## config.mk

```make
export PLATFORM = sky130hd
export DESIGN_NAME = hazard_forward_unit
export DESIGN_NICKNAME = d
export VERILOG_FILES = /design/src/rtl/hazard_forward_unit.sv
export SDC_FILE = /design/constraint.sdc
export NUM_CORES = 1
export LEC_CHECK = 0
export ABC_AREA = 1
export ABC_CLOCK_PERIOD_IN_PS = 4800
export BUFFER_PORTS_ARGS = -buffer_cell sky130_fd_sc_hd__buf_2
export CAP_MARGIN = 20
export CORE_ASPECT_RATIO = 0.8
export CORE_MARGIN = 2
export CORE_UTILIZATION = 53
export DETAILED_ROUTE_END_ITERATION = 8
export HOLD_SLACK_MARGIN = 0.02
export PLACE_DENSITY = 0.91
export SLEW_MARGIN = 20
export SYNTH_ARGS = -nofsm -noshare
export SYNTH_HDL_FRONTEND = slang
export SYNTH_SLANG_ARGS = --single-unit
export TNS_END_PERCENT = 100
```

## constraint.sdc

```tcl
create_clock -name clk -period 4.8 [get_ports clk]
set_clock_uncertainty 0.1 [all_clocks]
set_input_delay 0.48 -clock clk [delete_from_list [all_inputs] [get_ports clk]]
set_output_delay 0.48 -clock clk [all_outputs]
set_load 0.1 [all_outputs]
```

## src/rtl/hazard_forward_unit.sv

```systemverilog
// Hazard detection and operand forwarding for the 5-stage integer pipe.
// Load-use stalls are held for LOAD_LAT cycles; stall events are counted.
module hazard_forward_unit #(
  parameter int RA_W         = 5,
  parameter int LOAD_LAT     = 1,
  parameter bit STORE_FWD_EN = 1'b1,
  parameter int CNT_W        = 16
) (
  input  logic            clk,
  input  logic            rst,
  input  logic            id_valid,
  input  logic [RA_W-1:0] id_rs,
  input  logic [RA_W-1:0] id_rt,
  input  logic            id_memwrite,
  input  logic [RA_W-1:0] ex_rs,
  input  logic [RA_W-1:0] ex_rt,
  input  logic [RA_W-1:0] ex_rd,
  input  logic            ex_regwrite,
  input  logic            ex_memread,
  input  logic            ex_memwrite,
  input  logic [RA_W-1:0] mem_rd,
  input  logic            mem_regwrite,
  input  logic            mem_memread,
  input  logic [RA_W-1:0] wb_rd,
  input  logic            wb_regwrite,
  output logic [1:0]      fwd_a,
  output logic [1:0]      fwd_b,
  output logic            fwd_store,
  output logic            stall,
  output logic            bubble,
  output logic [CNT_W-1:0] stall_events
);

  typedef enum logic {
    IDLE,
    HOLD
  } state_t;

  localparam logic [3:0] CNT_INIT = 4'(LOAD_LAT - 1);
  localparam logic [CNT_W-1:0] EV_MAX = '1;

  state_t     state;
  logic [3:0] cnt;

  logic mem_ok;
  logic wb_ok;
  logic mem_a;
  logic mem_b;
  logic wb_a;
  logic wb_b;

  assign mem_ok = mem_regwrite && (mem_rd != '0);
  assign wb_ok  = wb_regwrite && (wb_rd != '0);
  assign mem_a  = mem_ok && (mem_rd == ex_rs);
  assign mem_b  = mem_ok && (mem_rd == ex_rt);
  assign wb_a   = wb_ok && (wb_rd == ex_rs);
  assign wb_b   = wb_ok && (wb_rd == ex_rt);

  // The younger EX/MEM result wins over MEM/WB.
  always_comb begin
    fwd_a = 2'b00;
    priority case (1'b1)
      mem_a:   fwd_a = 2'b10;
      wb_a:    fwd_a = 2'b01;
      default: fwd_a = 2'b00;
    endcase
  end

  always_comb begin
    fwd_b = 2'b00;
    priority case (1'b1)
      mem_b:   fwd_b = 2'b10;
      wb_b:    fwd_b = 2'b01;
      default: fwd_b = 2'b00;
    endcase
  end

  assign fwd_store = STORE_FWD_EN && ex_memwrite
                  && mem_memread && mem_b;

  logic rs_hit;
  logic rt_hit;
  logic exempt;
  logic load_use;

  assign rs_hit = (ex_rd == id_rs);
  assign rt_hit = (ex_rd == id_rt);

  // Store data alone can be picked up later by fwd_store.
  assign exempt = STORE_FWD_EN && id_memwrite
               && rt_hit && !rs_hit;

  assign load_use = id_valid && ex_memread && ex_regwrite
                 && (ex_rd != '0) && (rs_hit || rt_hit)
                 && !exempt;

  logic new_event;

  assign new_event = (state == IDLE) && load_use;
  assign stall     = new_event || (state == HOLD);
  assign bubble    = stall;

  always_ff @(posedge clk or posedge rst) begin
    if (rst) begin
      state <= IDLE;
      cnt   <= '0;
    end else begin
      unique case (state)
        IDLE: begin
          if (load_use && (LOAD_LAT > 1)) begin
            state <= HOLD;
            cnt   <= CNT_INIT;
          end
        end
        HOLD: begin
          cnt <= cnt - 4'd1;
          if (cnt == 4'd1) state <= IDLE;
        end
        default: begin
          state <= IDLE;
          cnt   <= '0;
        end
      endcase
    end
  end

  always_ff @(posedge clk or posedge rst) begin
    if (rst) begin
      stall_events <= '0;
    end else if (new_event && (stall_events != EV_MAX)) begin
      stall_events <= stall_events + 1'b1;
    end
  end

endmodule

```

==> results of run 1 <==
layout by cell type (no fill, tap or decap):
cell type	netlist	final
nand2_1	98	98
buf_2	0	67
inv_1	27	27
nor2_1	22	22
dfrtp_1	21	21
xnor2_1	19	19
xor2_1	17	17
nand3_1	10	10
nand4_1	6	6
nor3_1	6	6
o21ai_0	3	3
nor4_1	3	3
ha_1	3	3
clkbuf_8	0	3
nand3_2	2	2
nand4_2	2	2
nor2_2	1	1
inv_2	1	1
nand2_2	1	1
clkinv_1	1	1
o21bai_1	1	1
nor2_4	1	1
nand3b_1	1	1
nor2b_1	1	1
a21oi_1	1	1
clkbuf_1	0	1
power by group through the flow:
stage	sequential (mW)	combinational [mW]	clock, mW
global route	0.188	0.127	0.127
CTS	0.187	0.117	0.117
global placement	0.191	0.114	0
finish	0.188	0.117	0.116
detailed placement	0.191	0.117	0
floorplan	0.221	0.0477	0
metal layers:
metal  vias to the layer above  GRT usage [%]  share of wire, %
li1                        913              -                 -
met1                       794           26.0                44
met2                        66           42.6                49
met3                        12           3.64               5.3
met4                         0           4.33               1.9
met5                         -              0                 0
flip-flops by register name, summed over array words and instances, names as in the netlist:
register      cells
cnt               4
stall_events     16
state             1
layout make-up:
cell class | instances | share of cell area [%]
tap | 40 | 2.37
timing repair buffer | 67 | 15.9
clock buffer | 4 | 2.13
inverter | 29 | 5.15
multi-input combinational | 198 | 49.6
sequential | 21 | 24.9
stage by stage:
stage               utilization, %  std cells
finish                        68.0        359
detailed placement            66.6        355
floorplan                        -        253
CTS                           68.0        359
global placement              66.6        355
global route                  68.0        359
worst reg2reg max path: stages, from the launching register on:
cell and delay, ps:
dfrtp_1 440, ha_1 280, nand3_2 120, nor2_2 70
nand4_2 90, nand4_2 340, nand2_1 170, nand2_1 70
cell usage after synthesis:
master / count
nand2_1: 98
nor3_1: 6
buf_6: 2
dfrtp_1: 21
inv_2: 1
nand4_1: 6
nand2_2: 1
nor2b_1: 1
nand3_2: 2
nor2_4: 1
o21bai_1: 1
nor2_2: 1
a21oi_1: 1
xor2_1: 17
clkinv_1: 1
nand3b_1: 1
nand3_1: 10
o21ai_0: 3
nor4_1: 3
ha_1: 3
nor2_1: 22
inv_1: 27
buf_4: 3
xnor2_1: 19
nand4_2: 2
path summary, 6_finish.rpt:
| path | from | end | cells after the start |
|---|---|---|---|
| hold reg to reg | cnt[3] | cnt[3] | 1 |
| setup reg to reg | stall_events[0] | stall_events[1] | 7 |
| hold / removal | rst | stall_events[12] | 2 |
| max in group asynchronous | rst | stall_events[3] | 2 |
| setup / recovery | mem_rd[0] | fwd_store | 6 |
| min in group clk | cnt[3] | cnt[3] | 1 |
cell families after synthesis:
| group | after synthesis | synth area share (%) |
|---|---|---|
| AO/OA/AOI/OAI | 5 | 1.59 |
| buffers and inverters | 34 | 8.90 |
| AND/OR/NAND/NOR | 154 | 38.7 |
| adder cells (fa/ha/maj) | 3 | 2.17 |
| XOR/XNOR | 36 | 18.2 |
| flip-flops | 21 | 30.4 |
==> metrics.yaml, run 1 <==
run_status: "finished clean"
portBuffers: 67
initial_core_util_pct: 55.6
place_area_um2: 2070
min_path_type: "in -> async"
post_cts_buffers: 0
drive_gt1_share_pct: 24.5
worstSetupEndpointType: "output pin"
arrival_ps: 1840
path_max_fanout: 3
grt_usage_pct: 22.0
p_int_uw: 278
cts_tree: "built"
drv_cap: 0
cts_sinks: 21
synth_cell_types: 25
critPathKind: "in -> out"
pwr-share-seq_pct: 44.7
io_pins: 68
r2r_setup_slack_ps: 3010
antenna_found_initial: 0
syn_avg_cell_area_um2: 6.83
clkPwrFrac_pct: 27.5
clk_latency_ps: 260
slew_headroom_pct: 48.9
design_area_um2: 2110
slowest_delay_ps: 430
rsz0062_at_grt: "no"
cp_cell_sequence: "buf_2, xnor2_1, nand2_1, nor4_1, nor2b_1, buf_2"
core_area_um2: 3110
min_period_ps: 2420
synth-seq-area-share_pct: 30.4
grt_max_degree: 22
fp.dieArea_um2: 3740
vias: 1785
whs_ps: 246
cts_buffers: 3
wl_um: 4010
grt_pass1_wl_um: 6220
synth_warnings: 0
report.final.slew_viol_count: 0
peakVddDrop_uv: 109
die_w_um: 67.9
num_antenna_cells: 0
die_y_um: 55.1
grt_overflow: 0
multi_input_area_um2: 1050
htree_levels: 1
synthTopCellsByArea: "dfrtp_1 (30%), nand2_1 (21%), xnor2_1 (9.6%), xor2_1 (8.6%), inv_1 (5.9%)"
cts_buffer_depth: 2
cp_num_buf_inv: 2
combPwrFrac_pct: 27.8
finalSetupViolations: 0
synthesis.nets: 301
cp_top_family: "simple AND/OR/NAND/NOR gates"
period_share_pct: 50.3
netlist_area_um2: 1730
finalPower_uw: 420
clock_tree.root_cell: "clkbuf_8"
vias_per_cell: 4.97
area_growth_pct: 22.3
critPathLaunchType: "primary input"
clk_pin_slew_ps: 80
p_sw_uw: 142
first_iter_violations: 124
path_common_cell: "buf_2"
setup-tns-final_ps: 0
n_fill_cell: 260
ctsHoldBuffers: 0
gp_congestion: 0.908
dr.pass1.iters: 5
fin_nets: 368
seq_area_um2: 526
drcViolationCount: 0
antenna_left: 0
fmax_mhz: 414
required_ps: 4220
dpl.hpwl_um: 3140
finalHoldViolations: 0
fin_ws_ps: 2380
pwr_density_cell_nw_per_um2: 199
ys_seq_elements: 21
cts_resized: 0
rows: 18
pre_cts_ws_ps: 2390
crit_path_top_delay_cell: "buf_2"
p_leak_nw: 1.26
synth_area_leader_cell: "dfrtp_1"
worst_pin_slew_ps: 766
grt_pass1_vias: 1524
synth_top_area_share_pct: 30.4
synthCells: 253
swShare_pct: 33.9
wire_per_inst_um: 11.2
Note: power is estimated with default switching activity, not from simulation.
==> run 2, diff against run 1 <==
--- a/config.mk
+++ b/config.mk
@@ -6,15 +6,15 @@
 export NUM_CORES = 1
 export LEC_CHECK = 0
 export ABC_AREA = 1
-export ABC_CLOCK_PERIOD_IN_PS = 4800
+export ABC_CLOCK_PERIOD_IN_PS = 2400
 export BUFFER_PORTS_ARGS = -buffer_cell sky130_fd_sc_hd__buf_2
 export CAP_MARGIN = 20
 export CORE_ASPECT_RATIO = 0.8
 export CORE_MARGIN = 2
-export CORE_UTILIZATION = 53
+export CORE_UTILIZATION = 49
 export DETAILED_ROUTE_END_ITERATION = 8
 export HOLD_SLACK_MARGIN = 0.02
-export PLACE_DENSITY = 0.91
+export PLACE_DENSITY = 0.85
 export SLEW_MARGIN = 20
 export SYNTH_ARGS = -nofsm -noshare
 export SYNTH_HDL_FRONTEND = slang
==> constraint.sdc (replaced) <==
create_clock -name clk -period 2.4 [get_ports clk]
set_clock_uncertainty 0.1 [all_clocks]
set_input_delay 0.24 -clock clk [delete_from_list [all_inputs] [get_ports clk]]
set_output_delay 0.24 -clock clk [all_outputs]
set_load 0.1 [all_outputs]
==> metrics.yaml, run 2 (synthesized netlist as in run 1, its figures left out) <==
run_status: "finished clean"
r2r_setup_slack_ps: 570
report.final.slew_viol_count: 0
finalSetupViolations: 0
grt_pass1_vias: 1593
clk_latency_ps: 260
drv_cap: 0
period_share_pct: 79.8
wire_per_inst_um: 10.3
die_w_um: 70.4
fin_nets: 368
arrival_ps: 1580
min_path_type: "in -> async"
wl_um: 3730
worstSetupEndpointType: "output pin"
dp_cells: 357
core_area_um2: 3400
path_max_fanout: 3
grt_max_degree: 22
io_pins: 68
worst_pin_slew_ps: 779
final_common_cell: "nand2_1"
seq_area_um2: 526
cts_buffers: 3
required_ps: 2060
final_cell_count_no_fill: 361
antenna_found_initial: 0
grt_pass1_wl_um: 6380
num_antenna_cells: 0
multi_input_area_um2: 1050
min_period_ps: 1920
post_cts_buffers: 0
gp_congestion: 0.901
drive_gt1_share_pct: 24.8
first_iter_violations: 127
rows: 19
clk_pin_slew_ps: 70
vias_per_cell: 4.86
utilization_pct: 62.3
critPathLaunchType: "primary input"
p_leak_nw: 1.26
die_y_um: 57.1
fp.dieArea_um2: 4020
n_fill_cell: 294
place_area_um2: 2070
htree_levels: 1
peakVddDrop_uv: 295
fmax_mhz: 522
setup-tns-final_ps: 0
finalPower_uw: 834
slew_headroom_pct: 48.0
critPathKind: "in -> out"
vias: 1753
regMostFlops: "stall_events"
portBuffers: 67
cts_resized: 0
cts_buffer_depth: 2
drcViolationCount: 0
most-common-layout-cells: "nand2_1 (98), buf_2 (67), inv_1 (27)"
initial_core_util_pct: 50.9
dr.pass1.iters: 4
dpl.hpwl_um: 3030
clock_tree.root_cell: "clkbuf_8"
antenna_left: 0
rsz0062_at_grt: "no"
ctsHoldBuffers: 0
design_area_um2: 2120
area_growth_pct: 22.6
largest_reg_flops: 16
grt_overflow: 0
finalHoldViolations: 0
largestRegisters: "stall_events: 16 flops, cnt: 4 flops, state: 1 flops"
cts_sinks: 21
pwr_density_cell_nw_per_um2: 393
grt_usage_pct: 19.2
cts_tree: "built"
run 2: through the flow:
stage	hold slack [ps]	setup slack (ps)
after floorplan	117	68.7
after global placement	324	484
after detailed placement	327	482
after CTS	48.9	479
after global routing	78.9	394
final	13.6	484
run 2: metal layers:
| metal | global-route usage, % | vias to the layer above | wire length (um) |
|---|---|---|---|
| met5 | 0 | - | 0 |
| met4 | 3.57 | 0 | 30 |
| met3 | 5.12 | 4 | 299 |
| met2 | 34.9 | 68 | 1770 |
| met1 | 23.1 | 767 | 1640 |
| li1 | - | 914 | - |
run 2: path summary, 6_finish.rpt:
check | start | end | cells after the start
max | mem_rd[1] | fwd_store | 6
min | rst | cnt[0] | 2
max reg2reg | stall_events[0] | stall_events[12] | 8
min reg2reg | cnt[3] | cnt[3] | 1
max in group asynchronous | rst | stall_events[10] | 2
min in group clk | cnt[3] | cnt[3] | 1
run 2: layout make-up:
class	count	area share, %
clock buffers	4	2.13
inverters	29	5.14
multi-input cells	198	49.6
flip-flops and latches	21	24.8
well taps	42	2.48
repair buffers	67	15.8
run 2: critical path, cell delays in order:
cell and delay, ps:
buf_2 120, xnor2_1 140, nand2_1 80, nor4_1 360, nor2b_2 200, buf_2 420
run 2: where the power goes:
part	switching [mW]	internal (mW)
Sequential	0.0133	0.362
Clock	0.109	0.118
Combinational	0.157	0.0743
==> run 3, diff against run 2 <==
--- a/config.mk
+++ b/config.mk
@@ -5,16 +5,16 @@
 export SDC_FILE = /design/constraint.sdc
 export NUM_CORES = 1
 export LEC_CHECK = 0
-export ABC_AREA = 1
-export ABC_CLOCK_PERIOD_IN_PS = 2400
+export ABC_AREA = 0
+export ABC_CLOCK_PERIOD_IN_PS = 1600
 export BUFFER_PORTS_ARGS = -buffer_cell sky130_fd_sc_hd__buf_2
 export CAP_MARGIN = 20
 export CORE_ASPECT_RATIO = 0.8
 export CORE_MARGIN = 2
-export CORE_UTILIZATION = 49
+export CORE_UTILIZATION = 42
 export DETAILED_ROUTE_END_ITERATION = 8
 export HOLD_SLACK_MARGIN = 0.02
-export PLACE_DENSITY = 0.85
+export PLACE_DENSITY = 0.81
 export SLEW_MARGIN = 20
 export SYNTH_ARGS = -nofsm -noshare
 export SYNTH_HDL_FRONTEND = slang
==> constraint.sdc (replaced) <==
create_clock -name clk -period 1.6 [get_ports clk]
set_clock_uncertainty 0.1 [all_clocks]
set_input_delay 0.16 -clock clk [delete_from_list [all_inputs] [get_ports clk]]
set_output_delay 0.16 -clock clk [all_outputs]
set_load 0.1 [all_outputs]
==> metrics.yaml, run 3 <==
antenna_found_initial: 0
arrival_ps: 2110
drcViolationCount: 0
drv_cap: 0
cts_buffers: 3
grt_max_degree: 22
grt_pass1_wl_um: 7640
synth-seq-area-share_pct: 36.6
swShare_pct: 34.4
first_iter_violations: 41
whs_ps: 355
htree_levels: 1
p_int_uw: 952
drive_gt1_share_pct: 68.7
netlist_area_um2: 1430
largest_reg_flops: 16
ys_seq_elements: 21
die_y_um: 56.3
cts_sinks: 21
syn_avg_cell_area_um2: 10.4
critPathKind: "reg -> reg"
worstSetupEndpointType: "register"
run_status: "finished with violations"
fin_nets: 311
fp.dieArea_um2: 3900
cts_tree: "built"
p_leak_nw: 1.40
min_path_type: "in -> async"
p_sw_uw: 500
rows: 18
finalPower_mw: 1.45
synthTopCellsByArea: "dfrtp_1 (37%), xnor2_1 (17%), xor2_1 (12%), nand4_1 (3.1%), nand3_2 (2.8%)"
synth_cell_types: 32
min_period_ps: 2020
pwr-share-seq_pct: 38.8
finalSetupViolations: 23
slew_headroom_pct: 66.6
regMostFlops: "stall_events"
antenna_left: 0
gp_congestion: 0.804
portBuffers: 67
vias_per_cell: 5.23
die_w_um: 69.3
rsz0062_at_grt: "yes"
num_antenna_cells: 0
cts_buffer_depth: 2
area_growth_pct: 93.1
period_share_pct: 127
peakVddDrop_uv: 899
path_max_fanout: 8
grt_usage_pct: 24.9
fmax_mhz: 494
synth_commonest_cells: "xnor2_1 (28), dfrtp_1 (21), xor2_1 (19)"
dr.pass1.iters: 4
synth_top_area_share_pct: 36.6
combPwrFrac_pct: 35.4
ys_async_sr_fraction_pct: 100
synth_flop_cell: "dfrtp_1"
violations: "negative setup slack"
report.final.slew_viol_count: 0
final_common_cell: "buf_4"
clock_tree.root_cell: "clkbuf_8"
fin_ws_ps: -425
worst_pin_slew_ps: 505
critPathLaunchType: "register"
most-common-layout-cells: "buf_4 (50), buf_2 (48), xnor2_1 (19)"
wire_per_inst_um: 18.4
initial_core_util_pct: 45.2
synthesis.nets: 186
vias: 1579
finalHoldViolations: 0
synth_most_common_cell: "xnor2_1"
wl_um: 5550
core_area_um2: 3180
required_ps: 1680
largestRegisters: "stall_events: 16 flops, cnt: 4 flops, state: 1 flops"
clk_latency_ps: 270
io_pins: 68
synth-edff-count: 0
synth_area_leader_cell: "dfrtp_1"
clk_pin_slew_ps: 80
grt_overflow: 0
clkPwrFrac_pct: 25.9
grt_pass1_vias: 1599
synth_warnings: 0
dpl.hpwl_um: 3180
pwr_density_cell_nw_per_um2: 524
synthCells: 138
==> run 3: path summary, 6_finish.rpt <==
check / startpoint / endpoint / slack (ps) / cells past startpoint
max reg2reg: stall_events[1] / stall_events[9] / -420 / 8
max in group asynchronous: rst / stall_events[0] / 810 / 4
min: rst / cnt[0] / 350 / 4
min in group clk: cnt[3] / cnt[3] / 390 / 1
min reg2reg: cnt[3] / cnt[3] / 390 / 1
max: stall_events[1] / stall_events[9] / -420 / 8
==> run 3: timing repair <==
action	in CTS	in global routing
endpoints found under the hold margin	21	0
pin swaps	18	12
cloned	1	0
buffers inserted	13	3
resized for setup	34	25
endpoints found under the setup margin	23	23
hold buffers	1	0
==> run 3: per-stage QoR <==
| stage | utilization, % | TNS (ps) | std cells | instance area (um2) | setup slack, ps |
|---|---|---|---|---|---|
| finish | 87.2 | -6360 | 302 | 2770 | -425 |
| global route | 87.2 | -7810 | 302 | 2770 | -463 |
| CTS | 84.0 | -6120 | 302 | 2670 | -344 |
| detailed placement | 73.6 | -7290 | 283 | 2340 | -479 |
| global placement | 73.6 | -6190 | 283 | 2340 | -427 |
| floorplan | - | -11220 | 138 | 1550 | -698 |
==> run 3: metal layers <==
layer	part of all wire, %	GRT usage [%]	up-vias
met5	0	0	-
met4	3.9	5.32	0
met3	4.7	4.85	20
met2	52	46.6	55
met1	39	29.6	779
li1	-	-	725
==> run 3: logic make-up after synthesis <==
logic type	after synthesis	synth area share, %
AO/OA/AOI/OAI	7	3.49
multiplexers	1	0.785
XOR/XNOR	48	29.8
adder cells (fa/ha/maj)	3	2.62
buffers and inverters	10	3.93
flip-flops	21	36.6
AND/OR/NAND/NOR	48	22.7
==> run 3: cell type report <==
type,instances,area [um2]
Multi-Input combinational cell,107,1100
Timing Repair Buffer,125,1000
Sequential cell,21,548
Fill cell,146,407
Tap cell,40,50.0
Clock buffer,3,41.3
Inverter,5,18.8
Clock inverter,1,7.51
==> run 3: power by group through the flow <==
stage	Clock [mW]	Combinational, mW	Sequential (mW)
global placement	0	0.402	0.572
CTS	0.374	0.462	0.562
finish	0.375	0.514	0.562
floorplan	0	0.134	0.674
detailed placement	0	0.410	0.573
global route	0.402	0.541	0.564
==> run 3: worst max-delay path: stages (launching register included) <==
cell and delay (ps):
dfrtp_4 490, ha_4 170, nand4_1 140, nor3_4 50, a41o_1 210, nor3_4 200, buf_12 170, nand4_1 150
xnor2_1 250
